==> config.mk <==
export PLATFORM = sky130hd
export DESIGN_NAME = hazard_scoreboard
export DESIGN_NICKNAME = d
export VERILOG_FILES = /design/src/rtl/hazard_pkg.sv /design/src/rtl/reg_countdown.sv /design/src/rtl/hazard_scoreboard.sv
export SDC_FILE = /design/constraint.sdc
export NUM_CORES = 1
export LEC_CHECK = 0
export CELL_PAD_IN_SITES_DETAIL_PLACEMENT = 0
export CELL_PAD_IN_SITES_GLOBAL_PLACEMENT = 1
export CORE_MARGIN = 5
export CORE_UTILIZATION = 47
export CTS_CLUSTER_SIZE = 40
export DETAILED_ROUTE_END_ITERATION = 8
export DONT_BUFFER_PORTS = 1
export MAX_ROUTING_LAYER = met4
export PLACE_DENSITY_LB_ADDON = 0.1
export SETUP_SLACK_MARGIN = 0.1
export SLEW_MARGIN = 20
export SYNTH_ARGS = -nofsm -noshare
export SYNTH_HDL_FRONTEND = slang
export SYNTH_HIERARCHICAL = 1
export SYNTH_SLANG_ARGS = --single-unit
==> constraint.sdc <==
create_clock -name clk -period 2.85 [get_ports clk]
set_clock_uncertainty 0.1 [all_clocks]
set_input_delay 0.57 -clock clk [delete_from_list [all_inputs] [get_ports clk]]
set_output_delay 0.57 -clock clk [all_outputs]
set_load 0.05 [all_outputs]
==> src/rtl/hazard_pkg.sv <==
// Shared types and constants for the load-use hazard scoreboard and the decoder.
package hazard_pkg;
   localparam int REG_COUNT_DEF = 8;
   localparam int MAX_LOAD_LAT  = 15;

   typedef logic [$clog2(REG_COUNT_DEF)-1:0] reg_idx_t;

   typedef struct packed {
      logic     use1;
      logic     use2;
      logic     wen;
      logic     load;
      reg_idx_t rsrc1;
      reg_idx_t rsrc2;
      reg_idx_t rdst;
   } issue_info_t;
endpackage

==> src/rtl/reg_countdown.sv <==
// One register's outstanding-result countdown: flush beats set, set beats decrement.
module reg_countdown #(
   parameter int               CNT_W   = 1,
   parameter logic [CNT_W-1:0] SET_VAL = '1
) (
   input  logic clk,
   input  logic rst,
   input  logic flush_i,
   input  logic set_i,
   output logic busy_o
);
   logic [CNT_W-1:0] cnt_q, cnt_d;
   logic             busy_q;

   always_comb begin
      cnt_d = cnt_q;
      if (flush_i)            cnt_d = '0;
      else if (set_i)         cnt_d = SET_VAL;
      else if (cnt_q != '0)   cnt_d = cnt_q - CNT_W'(1);
   end

   // busy is kept as its own flop so pending_mask comes straight from a register.
   always_ff @(posedge clk or posedge rst) begin
      if (rst) begin
         cnt_q  <= '0;
         busy_q <= 1'b0;
      end else begin
         cnt_q  <= cnt_d;
         busy_q <= (cnt_d != '0);
      end
   end

   assign busy_o = busy_q;
endmodule

==> src/rtl/hazard_scoreboard.sv <==
// Load-use / WAW hazard unit: per-register countdowns drive a combinational decode stall.
module hazard_scoreboard
   import hazard_pkg::*;
#(
   parameter int REG_COUNT = REG_COUNT_DEF,
   parameter int REG_W     = $clog2(REG_COUNT),
   parameter int LOAD_LAT  = 1,
   parameter int CNT_W     = $clog2(LOAD_LAT + 1),
   parameter int PERF_W    = 16
) (
   input  logic                 clk,
   input  logic                 rst,
   input  logic                 dec_valid,
   input  logic [REG_W-1:0]     dec_rsrc1,
   input  logic [REG_W-1:0]     dec_rsrc2,
   input  logic                 dec_use1,
   input  logic                 dec_use2,
   input  logic [REG_W-1:0]     dec_rdst,
   input  logic                 dec_wen,
   input  logic                 dec_load,
   input  logic                 flush,
   output logic                 stallD,
   output logic [REG_COUNT-1:0] pending_mask,
   output logic [PERF_W-1:0]    stall_count
);
   localparam int               LAT     = (LOAD_LAT > MAX_LOAD_LAT) ? MAX_LOAD_LAT : LOAD_LAT;
   localparam logic [CNT_W-1:0] SET_VAL = CNT_W'(LAT);

   logic [REG_COUNT-1:0] busy, set_vec;
   logic                 raw1, raw2, waw, issue;
   logic [PERF_W-1:0]    stall_count_q, stall_count_d;

   // A load reading its own destination only sees older entries: the set lands at the edge.
   assign raw1   = dec_use1 & busy[dec_rsrc1];
   assign raw2   = dec_use2 & busy[dec_rsrc2];
   assign waw    = dec_wen  & busy[dec_rdst];
   assign stallD = dec_valid & ~flush & (raw1 | raw2 | waw);
   assign issue  = dec_valid & ~stallD & ~flush;

   always_comb begin
      set_vec = '0;
      if (issue && dec_load && dec_wen) set_vec[dec_rdst] = 1'b1;
   end

   for (genvar gi = 0; gi < REG_COUNT; gi++) begin : g_cnt
      reg_countdown #(
         .CNT_W   (CNT_W),
         .SET_VAL (SET_VAL)
      ) u_cnt (
         .clk     (clk),
         .rst     (rst),
         .flush_i (flush),
         .set_i   (set_vec[gi]),
         .busy_o  (busy[gi])
      );
   end

   always_comb begin
      stall_count_d = stall_count_q;
      if (stallD && (stall_count_q != '1)) stall_count_d = stall_count_q + PERF_W'(1);
   end

   always_ff @(posedge clk or posedge rst) begin
      if (rst) stall_count_q <= '0;
      else     stall_count_q <= stall_count_d;
   end

   assign pending_mask = busy;
   assign stall_count  = stall_count_q;
endmodule

==> results of run 1 <==
cell type report:
class	instances	area, um^2
flip-flops and latches	24	600.6
repair buffers	19	145.1
inverters	13	48.80
multi-input cells	99	823.3
well taps	33	41.29
clock buffers	3	22.52
clock inverters	1	30.03
fillers	260	1291
per-layer routing:
metal	GRT usage, %	share of wire, %
met2	26.80	48
met1	22.68	46
met4	4.663	0.61
met3	4.274	5.5
met5	-	0
sequential cells by signal, indices dropped and copies added (netlist names):
register,flops
g_cnt.u_cnt/busy_o,8
stall_count,16
worst min-delay path by stage:
| stage | start | endpoint | slack (ps) | cells past startpoint |
|---|---|---|---|---|
| 2_1_floorplan | rst | g_cnt[0].u_cnt/busy_o | 200 | 1 |
| 3_3_place_gp | rst | g_cnt[0].u_cnt/busy_o | 200 | 1 |
| 3_5_place_dp | rst | g_cnt[3].u_cnt/busy_o | 200 | 1 |
| 4_1_cts | rst | stall_count[0] | 110 | 1 |
| 5_1_grt | rst | stall_count[0] | 130 | 1 |
| 6_report | rst | stall_count[0] | 80 | 1 |
metrics by stage:
stage	instance area [um^2]	cells
after floorplan	1448	136
after global placement	1602	184
after detailed placement	1602	184
after CTS	1704	192
after global routing	1712	192
final	1712	192
cell families after synthesis:
| kind of cell | share of synthesized area (%) |
|---|---|
| fa+ha+maj | 0.8642 |
| flops | 41.49 |
| compound gates | 7.261 |
| buf+inv | 4.408 |
| xor+xnor | 7.865 |
| simple gates | 28.52 |
| mux | 9.594 |
what timing repair did:
| action | in CTS | in global routing |
|---|---|---|
| setup buffers | 1 | 0 |
| hold endpoints to repair | 8 | 0 |
| endpoints found under the setup margin | 1 | 1 |
| pin swaps | 2 | 1 |
| hold buffers | 1 | 0 |
| resized for setup | 0 | 1 |
| cloned | 2 | 0 |
power breakdown:
group          switching, W  total [W]  internal [W]
sequential        0.0000404   0.000407      0.000367
combinational      0.000139   0.000207     0.0000674
clock              0.000107   0.000249      0.000142
cell usage after synthesis (all sizes together):
| cell type | instances | area, um^2 |
|---|---|---|
| a211oi | 1 | 12.51 |
| a21oi | 2 | 10.01 |
| a31oi | 1 | 6.260 |
| a32oi | 1 | 27.53 |
| and2 | 1 | 6.260 |
| and3 | 7 | 43.79 |
| and4 | 1 | 8.760 |
| and4b | 1 | 10.01 |
| buf | 1 | 11.26 |
| clkbuf | 1 | 3.750 |
| dfrtp | 24 | 600.6 |
| ha | 1 | 12.51 |
| inv | 13 | 48.80 |
| mux2 | 3 | 33.78 |
| mux2i | 3 | 30.03 |
| mux4 | 3 | 75.07 |
| nand2 | 7 | 26.28 |
| nand2b | 3 | 18.77 |
| nand3 | 9 | 45.04 |
| nand3b | 3 | 22.52 |
| nand4 | 6 | 37.54 |
| nand4b | 1 | 8.760 |
| nor2 | 15 | 56.30 |
| nor2b | 9 | 116.4 |
| o22ai | 2 | 12.51 |
| o31a | 1 | 8.760 |
| o32ai | 1 | 27.53 |
| or2 | 2 | 12.52 |
| xnor2 | 13 | 113.9 |
worst register-to-register path, stage by stage (launching register included):
cell and delay (ps):
dfrtp_1 430, mux4_1 500, mux2_2 300, a32oi_4 230, buf_4 190, o32ai_2 170
and4_1 260, or2_1 190
==> impl_metrics.json, run 1 <==
{
  "synth-seq-area-share_pct": 41.49,
  "finalSetupViolCount": 0,
  "path_class": "reg2out",
  "drt_pass1_iterations": 4,
  "cts.path.max_buffers": 2,
  "crit_start": "g_cnt[2].u_cnt/busy_o",
  "die_h_um": 65.50,
  "die_width_um": 65.50,
  "whs_ps": 84.47,
  "path_buf_inv": 0,
  "tightest_slew_ps": 761.6,
  "max_clock_freq_ghz": 0.3747,
  "cts_max_level": 1,
  "routed-via-count": 1122,
  "worst_r2r_endpoint": "stall_count[2]",
  "hold_path.class": "in2async",
  "clock-sinks": 24,
  "grt_usage_pct": 17.28,
  "design_power_total_w": 0.0008632,
  "pin_count_of_the_biggest_net_entering_global_routing": 17,
  "timing.critical_path.from_type": "flop",
  "port-buffer-count": 0,
  "final_min_period_ps": 2669,
  "antennaDiodeCount": 0,
  "path_depth": 4,
  "timing.critical_path.arrival_ps": 2000,
  "postSynthNetCount": 154,
  "synth_area_per_cell_um2": 10.64,
  "most-common-layout-cells": "24 x dfrtp_1, 18 x buf_4, 15 x nor2_1",
  "layout.cells.most_common": "dfrtp_1",
  "yosysWarnings": 6,
  "drc": 0,
  "grt_pass1_wl_um": 5478,
  "core_utilization_of_the_finished_layout_pct": 57.00,
  "cts_inserted_buffers": 3,
  "power_per_cell_area_nw_per_um2": 504.3,
  "postRouteWirelength_um": 3426,
  "maxSlewHeadroom_pct": 49.23,
  "worstPathMaxFanout": 5,
  "syn_to_final_growth_pct": 18.24,
  "first_global_vias": 1058,
  "worstReg2RegStart": "g_cnt[2].u_cnt/busy_o",
  "grt_antenna_before_repair": 0,
  "globalRoute.totalOverflow": 0,
  "antenna_left": 0,
  "clk_root_buffer_cell": "clkbuf_4",
  "fp.coreArea_um2": 3003,
  "hpwlAfterDp_um": 2461,
  "drt-vias-per-instance": 5.844,
  "floorplan.initialDensity_pct": 48.21,
  "drive_gt1_share_pct": 24.53,
  "unrepaired_setup_endpoints_after_global_routing": "no",
  "finalMaxSlewViolations": 0,
  "fin_setup_tns_ps": 0,
  "globalplace.congestion": 0.7869,
  "max_cap_violations": 0,
  "cp_cell_sequence": "mux4_1 -> mux2_2 -> a32oi_4 -> o32ai_4",
  "wl_per_cell_um": 17.84,
  "slowest_stage": "mux4_1",
  "postSynthRegisterBits": 24,
  "required_ps": 2180,
  "clkTransAtPathRegs_ps": 150,
  "r2r_setup_slack_ps": 370,
  "synthCells": 136,
  "fin_nets": 178,
  "tritoncts_clock_tree": "done",
  "preCtsSetupSlack_ps": -28.20,
  "clk-insertion-delay-late_ps": 320,
  "timing.critical_path.to": "stallD",
  "io_pins": 42,
  "length_in_cells_of_the_worst_reg_to_reg_path": 7,
  "worst_path_largest_cell_delay_ps": 500,
  "ys_types": 33,
  "setup.worst_path.end_class": "output pin",
  "p_leak_nw": 0.7617,
  "die_area_um2": 4290,
  "final_min_period_over_clock_period_pct": 93.65,
  "first_iter_violations": 42,
  "syn_area_um2": 1448,
  "rows": 20,
  "worst_slack_ps": 181.1,
  "hold_violations": 0,
  "crit_family": "multiplexers",
  "run_status": "complete, no violations",
  "ir_drop_worst_case_vdd_v": 0.0004087
}
Note: power is estimated with default switching activity, not from simulation.
==> run 2, diff against run 1 <==
==> constraint.sdc (replaced) <==
create_clock -name clk -period 2.6 [get_ports clk]
set_clock_uncertainty 0.1 [all_clocks]
set_input_delay 0.13 -clock clk [delete_from_list [all_inputs] [get_ports clk]]
set_output_delay 0.13 -clock clk [all_outputs]
set_load 0.05 [all_outputs]
==> run 2 against run 1 <==
Sequential power increased by 3%. Die area unchanged. Combinational power increased by 32%. Cell area increased by 2.7%. Register-to-register slack got worse by 120 ps. Core utilization increased by 1.5 points. Largest cell class unchanged. Highest routed layer unchanged.
==> impl_metrics.json, run 2 (synthesis gave the netlist of run 1 again) <==
{
  "timing.critical_path.arrival_ps": 2180,
  "cts_max_level": 1,
  "required_ps": 2370,
  "p_leak_nw": 0.8072,
  "first_iter_violations": 69,
  "setup.worst_path.end_class": "output pin",
  "floorplan.initialDensity_pct": 48.21,
  "hold_violations": 0,
  "drt-vias-per-instance": 5.555,
  "number_of_flip_flops_in_the_largest_register": 16,
  "tightest_slew_ps": 894.0,
  "port-buffer-count": 0,
  "die_h_um": 65.50,
  "ir_drop_worst_case_vdd_v": 0.0003863,
  "io_pins": 42,
  "drc": 0,
  "whs_ps": 36.09,
  "worstPathMaxFanout": 8,
  "clkTransAtPathRegs_ps": 130,
  "globalplace.congestion": 0.8479,
  "die_width_um": 65.50,
  "globalRoute.totalOverflow": 0,
  "unrepaired_setup_endpoints_after_global_routing": "no",
  "grt_antenna_before_repair": 0,
  "worst_r2r_endpoint": "stall_count[1]",
  "die_area_um2": 4290,
  "finalSetupViolCount": 0,
  "fin_setup_tns_ps": 0,
  "routed-via-count": 1111,
  "run_status": "complete, no violations",
  "grt_usage_pct": 17.61,
  "worstReg2RegStart": "g_cnt[3].u_cnt/busy_o",
  "timing.critical_path.from_type": "flop",
  "fin_nets": 186,
  "syn_to_final_growth_pct": 21.44,
  "power_per_cell_area_nw_per_um2": 550.5,
  "max_cap_violations": 0,
  "hold_path.class": "in2reg",
  "clock-sinks": 24,
  "tritoncts_clock_tree": "done",
  "clk-insertion-delay-late_ps": 320,
  "final_min_period_ps": 2412,
  "fp.coreArea_um2": 3003,
  "crit_start": "g_cnt[3].u_cnt/busy_o",
  "hold_start": "dec_rdst[0]",
  "antennaDiodeCount": 0,
  "worstHoldEndpoint": "g_cnt[6].u_cnt/busy_o",
  "r2r_setup_slack_ps": 250,
  "grt_pass1_wl_um": 5623,
  "timing.hold.worst_path_depth": 3,
  "antenna_left": 0,
  "drt_pass1_iterations": 6,
  "postRouteWirelength_um": 3332,
  "cts.path.max_buffers": 2,
  "pin_count_of_the_biggest_net_entering_global_routing": 17,
  "most-common-layout-cells": "24 x dfrtp_1, 24 x buf_4, 15 x nor2_1",
  "path_class": "reg2out",
  "first_global_vias": 1151,
  "final_min_period_over_clock_period_pct": 92.76,
  "wl_per_cell_um": 16.66,
  "finalMaxSlewViolations": 0,
  "rows": 20,
  "hpwlAfterDp_um": 2553,
  "clk_root_buffer_cell": "clkbuf_4",
  "drive_gt1_share_pct": 26.35,
  "length_in_cells_of_the_worst_reg_to_reg_path": 6,
  "cts_inserted_buffers": 3,
  "max_clock_freq_ghz": 0.4146,
  "maxSlewHeadroom_pct": 40.20
}
## run 2: layer usage
layer	track usage, %	share of wire, %
met1	21.54	45
met3	3.761	5.5
met4	4.663	0.57
met2	29.58	49
met5	-	0
## run 2: worst max-delay path, cell delays in order, from the launching register on
cell and delay (ps):
dfrtp_1 430, mux4_1 520, mux2_2 310, a32oi_4 220
o32ai_4 170, buf_6 210
## run 2: layout make-up
class / instances / area [um^2]
fillers: 279 / 1245
multi-input cells: 97 / 783.3
flip-flops and latches: 24 / 600.6
repair buffers: 29 / 231.5
inverters: 13 / 48.80
well taps: 33 / 41.29
clock inverters: 1 / 30.03
clock buffers: 3 / 22.52
## run 2: worst max path at each step
stage | cells after the start | end
2_1_floorplan | 6 | stall_count[1]
3_3_place_gp | 6 | stall_count[1]
3_5_place_dp | 7 | stall_count[1]
4_1_cts | 5 | stallD
5_1_grt | 5 | stallD
6_report | 5 | stallD
## run 2: where the power goes
group	internal (W)	total, W	leakage (nW)	switching [W]
sequential	0.000402	0.000418	0.327	0.0000156
combinational	0.0000852	0.000274	0.452	0.000189
clock	0.000156	0.000276	0.0279	0.000120
total	0.000643	0.000968	0.807	0.000324
## run 2: metrics by stage
step / power [W] / worst slack (ps) / cell area (um^2) / cells / utilization, %
global route: 0.001012 / 105.6 / 1758 / 200 / 58.54
detailed placement: 0.0006883 / 202.4 / 1639 / 189 / 54.58
finish: 0.0009678 / 188.2 / 1758 / 200 / 58.54
CTS: 0.0009783 / 137.6 / 1754 / 200 / 58.42
global placement: 0.0006808 / 266.6 / 1639 / 189 / 54.58
floorplan: 0.0006167 / 182.6 / 1448 / 136 / -
## run 2: timing repair
| action | 4_1_cts | 5_1_grt |
|---|---|---|
| endpoints found under the setup margin | 1 | 1 |
| pin swaps | 1 | 0 |
| hold endpoints to repair | 34 | 0 |
| hold buffers | 4 | 0 |
| buffers inserted | 3 | 0 |
| gates resized for setup | 0 | 1 |
==> run 3, diff against run 2 <==
CORE_UTILIZATION = 43   (was 47)
clock period = 2.05 ns   (was 2.6 ns; I/O delays follow)
==> run 3 against run 2 <==
The run now ends with negative setup slack left. Critical path type unchanged. Setup slack got worse by 460 ps. Critical path depth is 1 higher. Cell area increased by 11%.
==> impl_metrics.json, run 3 (synthesis gave the netlist of run 1 again) <==
{
  "run_status": "finished, violations left",
  "violations": "negative setup slack",
  "syn_to_final_growth_pct": 35.35,
  "antennaDiodeCount": 0,
  "postRouteWirelength_um": 3511,
  "worst_slack_ps": -268.5,
  "whs_ps": 17.54,
  "required_ps": 1850,
  "io_pins": 42,
  "drc": 0,
  "power_per_cell_area_nw_per_um2": 635.0,
  "hpwlAfterDp_um": 2783,
  "number_of_flip_flops_in_the_largest_register": 16,
  "port-buffer-count": 0,
  "cts_inserted_buffers": 3,
  "maxSlewHeadroom_pct": 49.36,
  "globalplace.congestion": 0.7721,
  "max_cap_violations": 0,
  "clock-sinks": 24,
  "finalSetupViolCount": 25,
  "clkTransAtPathRegs_ps": 130,
  "globalRoute.totalOverflow": 0,
  "floorplan.initialDensity_pct": 43.73,
  "final_min_period_over_clock_period_pct": 113.1,
  "timing.critical_path.arrival_ps": 2120,
  "met1_usage_pct": 20.45,
  "top_usage_layer": "met2",
  "tightest_slew_ps": 757.0,
  "clk_root_buffer_cell": "clkbuf_4",
  "max_clock_freq_ghz": 0.4313,
  "setup.worst_path.end_class": "output pin",
  "grt_pass1_wl_um": 5782,
  "pin_count_of_the_biggest_net_entering_global_routing": 17,
  "die_h_um": 68.02,
  "cts_max_level": 1,
  "wl_per_cell_um": 15.20,
  "drive_gt1_share_pct": 43.24,
  "r2r_setup_slack_ps": -230,
  "final_min_period_ps": 2319,
  "hold_path.class": "in2reg",
  "fin_nets": 204,
  "drt_pass1_iterations": 4,
  "rows": 21,
  "routed-via-count": 1171,
  "most-common-layout-cells": "39 x buf_4, 15 x nor2_1, 14 x dfrtp_1",
  "fp.coreArea_um2": 3311,
  "cts.path.max_buffers": 2,
  "tritoncts_clock_tree": "done",
  "timing.critical_path.from_type": "flop",
  "groute.layer.met2.usage_pct": 28.76,
  "hold_violations": 0,
  "unrepaired_setup_endpoints_after_global_routing": "yes",
  "ir_drop_worst_case_vdd_v": 0.0007161,
  "layout.cells.most_common": "buf_4",
  "die_area_um2": 4627,
  "worstPathMaxFanout": 3,
  "design_power_total_w": 0.001244,
  "use_met3_pct": 3.777,
  "grt_antenna_before_repair": 0,
  "first_global_vias": 1281,
  "clk-insertion-delay-late_ps": 310,
  "antenna_left": 0,
  "p_leak_nw": 0.8792,
  "grt_usage_pct": 17.00,
  "drt-vias-per-instance": 5.069,
  "path_class": "reg2out",
  "die_width_um": 68.02,
  "first_iter_violations": 29,
  "finalMaxSlewViolations": 0
}
-- run 3: metal layers --
| metal | routed length (um) | share of wire, % |
|---|---|---|
| met4 | 17 | 0.48 |
| met1 | 1502 | 43 |
| met3 | 287 | 8.2 |
| met2 | 1703 | 49 |
| met5 | 0 | 0 |
-- run 3: through the flow --
stage	instance area, um^2	utilization [%]	TNS (ps)	worst slack, ps	instances
global route	1959	59.18	-5770	-326.6	231
global placement	1807	54.57	-1184	-129.6	218
detailed placement	1807	54.57	-2648	-197.4	218
CTS	1948	58.84	-4065	-278.4	230
finish	1959	59.18	-4041	-268.5	231
floorplan	1479	-	-2954	-238.1	136
-- run 3: repair_timing --
action,in CTS,in global routing
resized for setup,4,1
buffers inserted,3,1
endpoints found under the hold margin,32,0
setup endpoints to repair,25,25
hold buffers,5,0
cloned,0,0
pin swaps,4,1
-- run 3: power by group --
part	leakage [nW]	total (W)	switching [W]	internal, W
logic	0.540	0.000367	0.000242	0.000125
clock network	0.0279	0.000343	0.000145	0.000198
registers	0.311	0.000535	0.0000208	0.000514
-- run 3: worst max-delay path, cell delays in order, from the launching register on --
cell and delay [ps]:
dfrtp_2 450, mux4_2 480, mux2_4 280, a32oi_4 210, o32ai_4 120, buf_6 130, buf_8 140
-- run 3: path summary, 6_finish.rpt --
path,startpoint,endpoint,cells past startpoint
min in group asynchronous,rst,g_cnt[2].u_cnt/busy_o,2
worst min register to register,stall_count[0],stall_count[1],2
worst max-delay path,g_cnt[7].u_cnt/busy_o,stallD,6
worst max register to register,g_cnt[7].u_cnt/busy_o,stall_count[1],7
max in group asynchronous,rst,stall_count[0],2
worst min-delay path,dec_rdst[1],g_cnt[1].u_cnt/busy_o,3
-- run 3: final cells by class --
class | count | area [um^2]
Fill cell | 301 | 1351
Tap cell | 46 | 57.56
Multi-Input combinational cell | 97 | 807.0
Inverter | 13 | 48.80
Clock inverter | 1 | 30.03
Sequential cell | 24 | 613.1
Clock buffer | 3 | 22.52
Timing Repair Buffer | 47 | 380.4
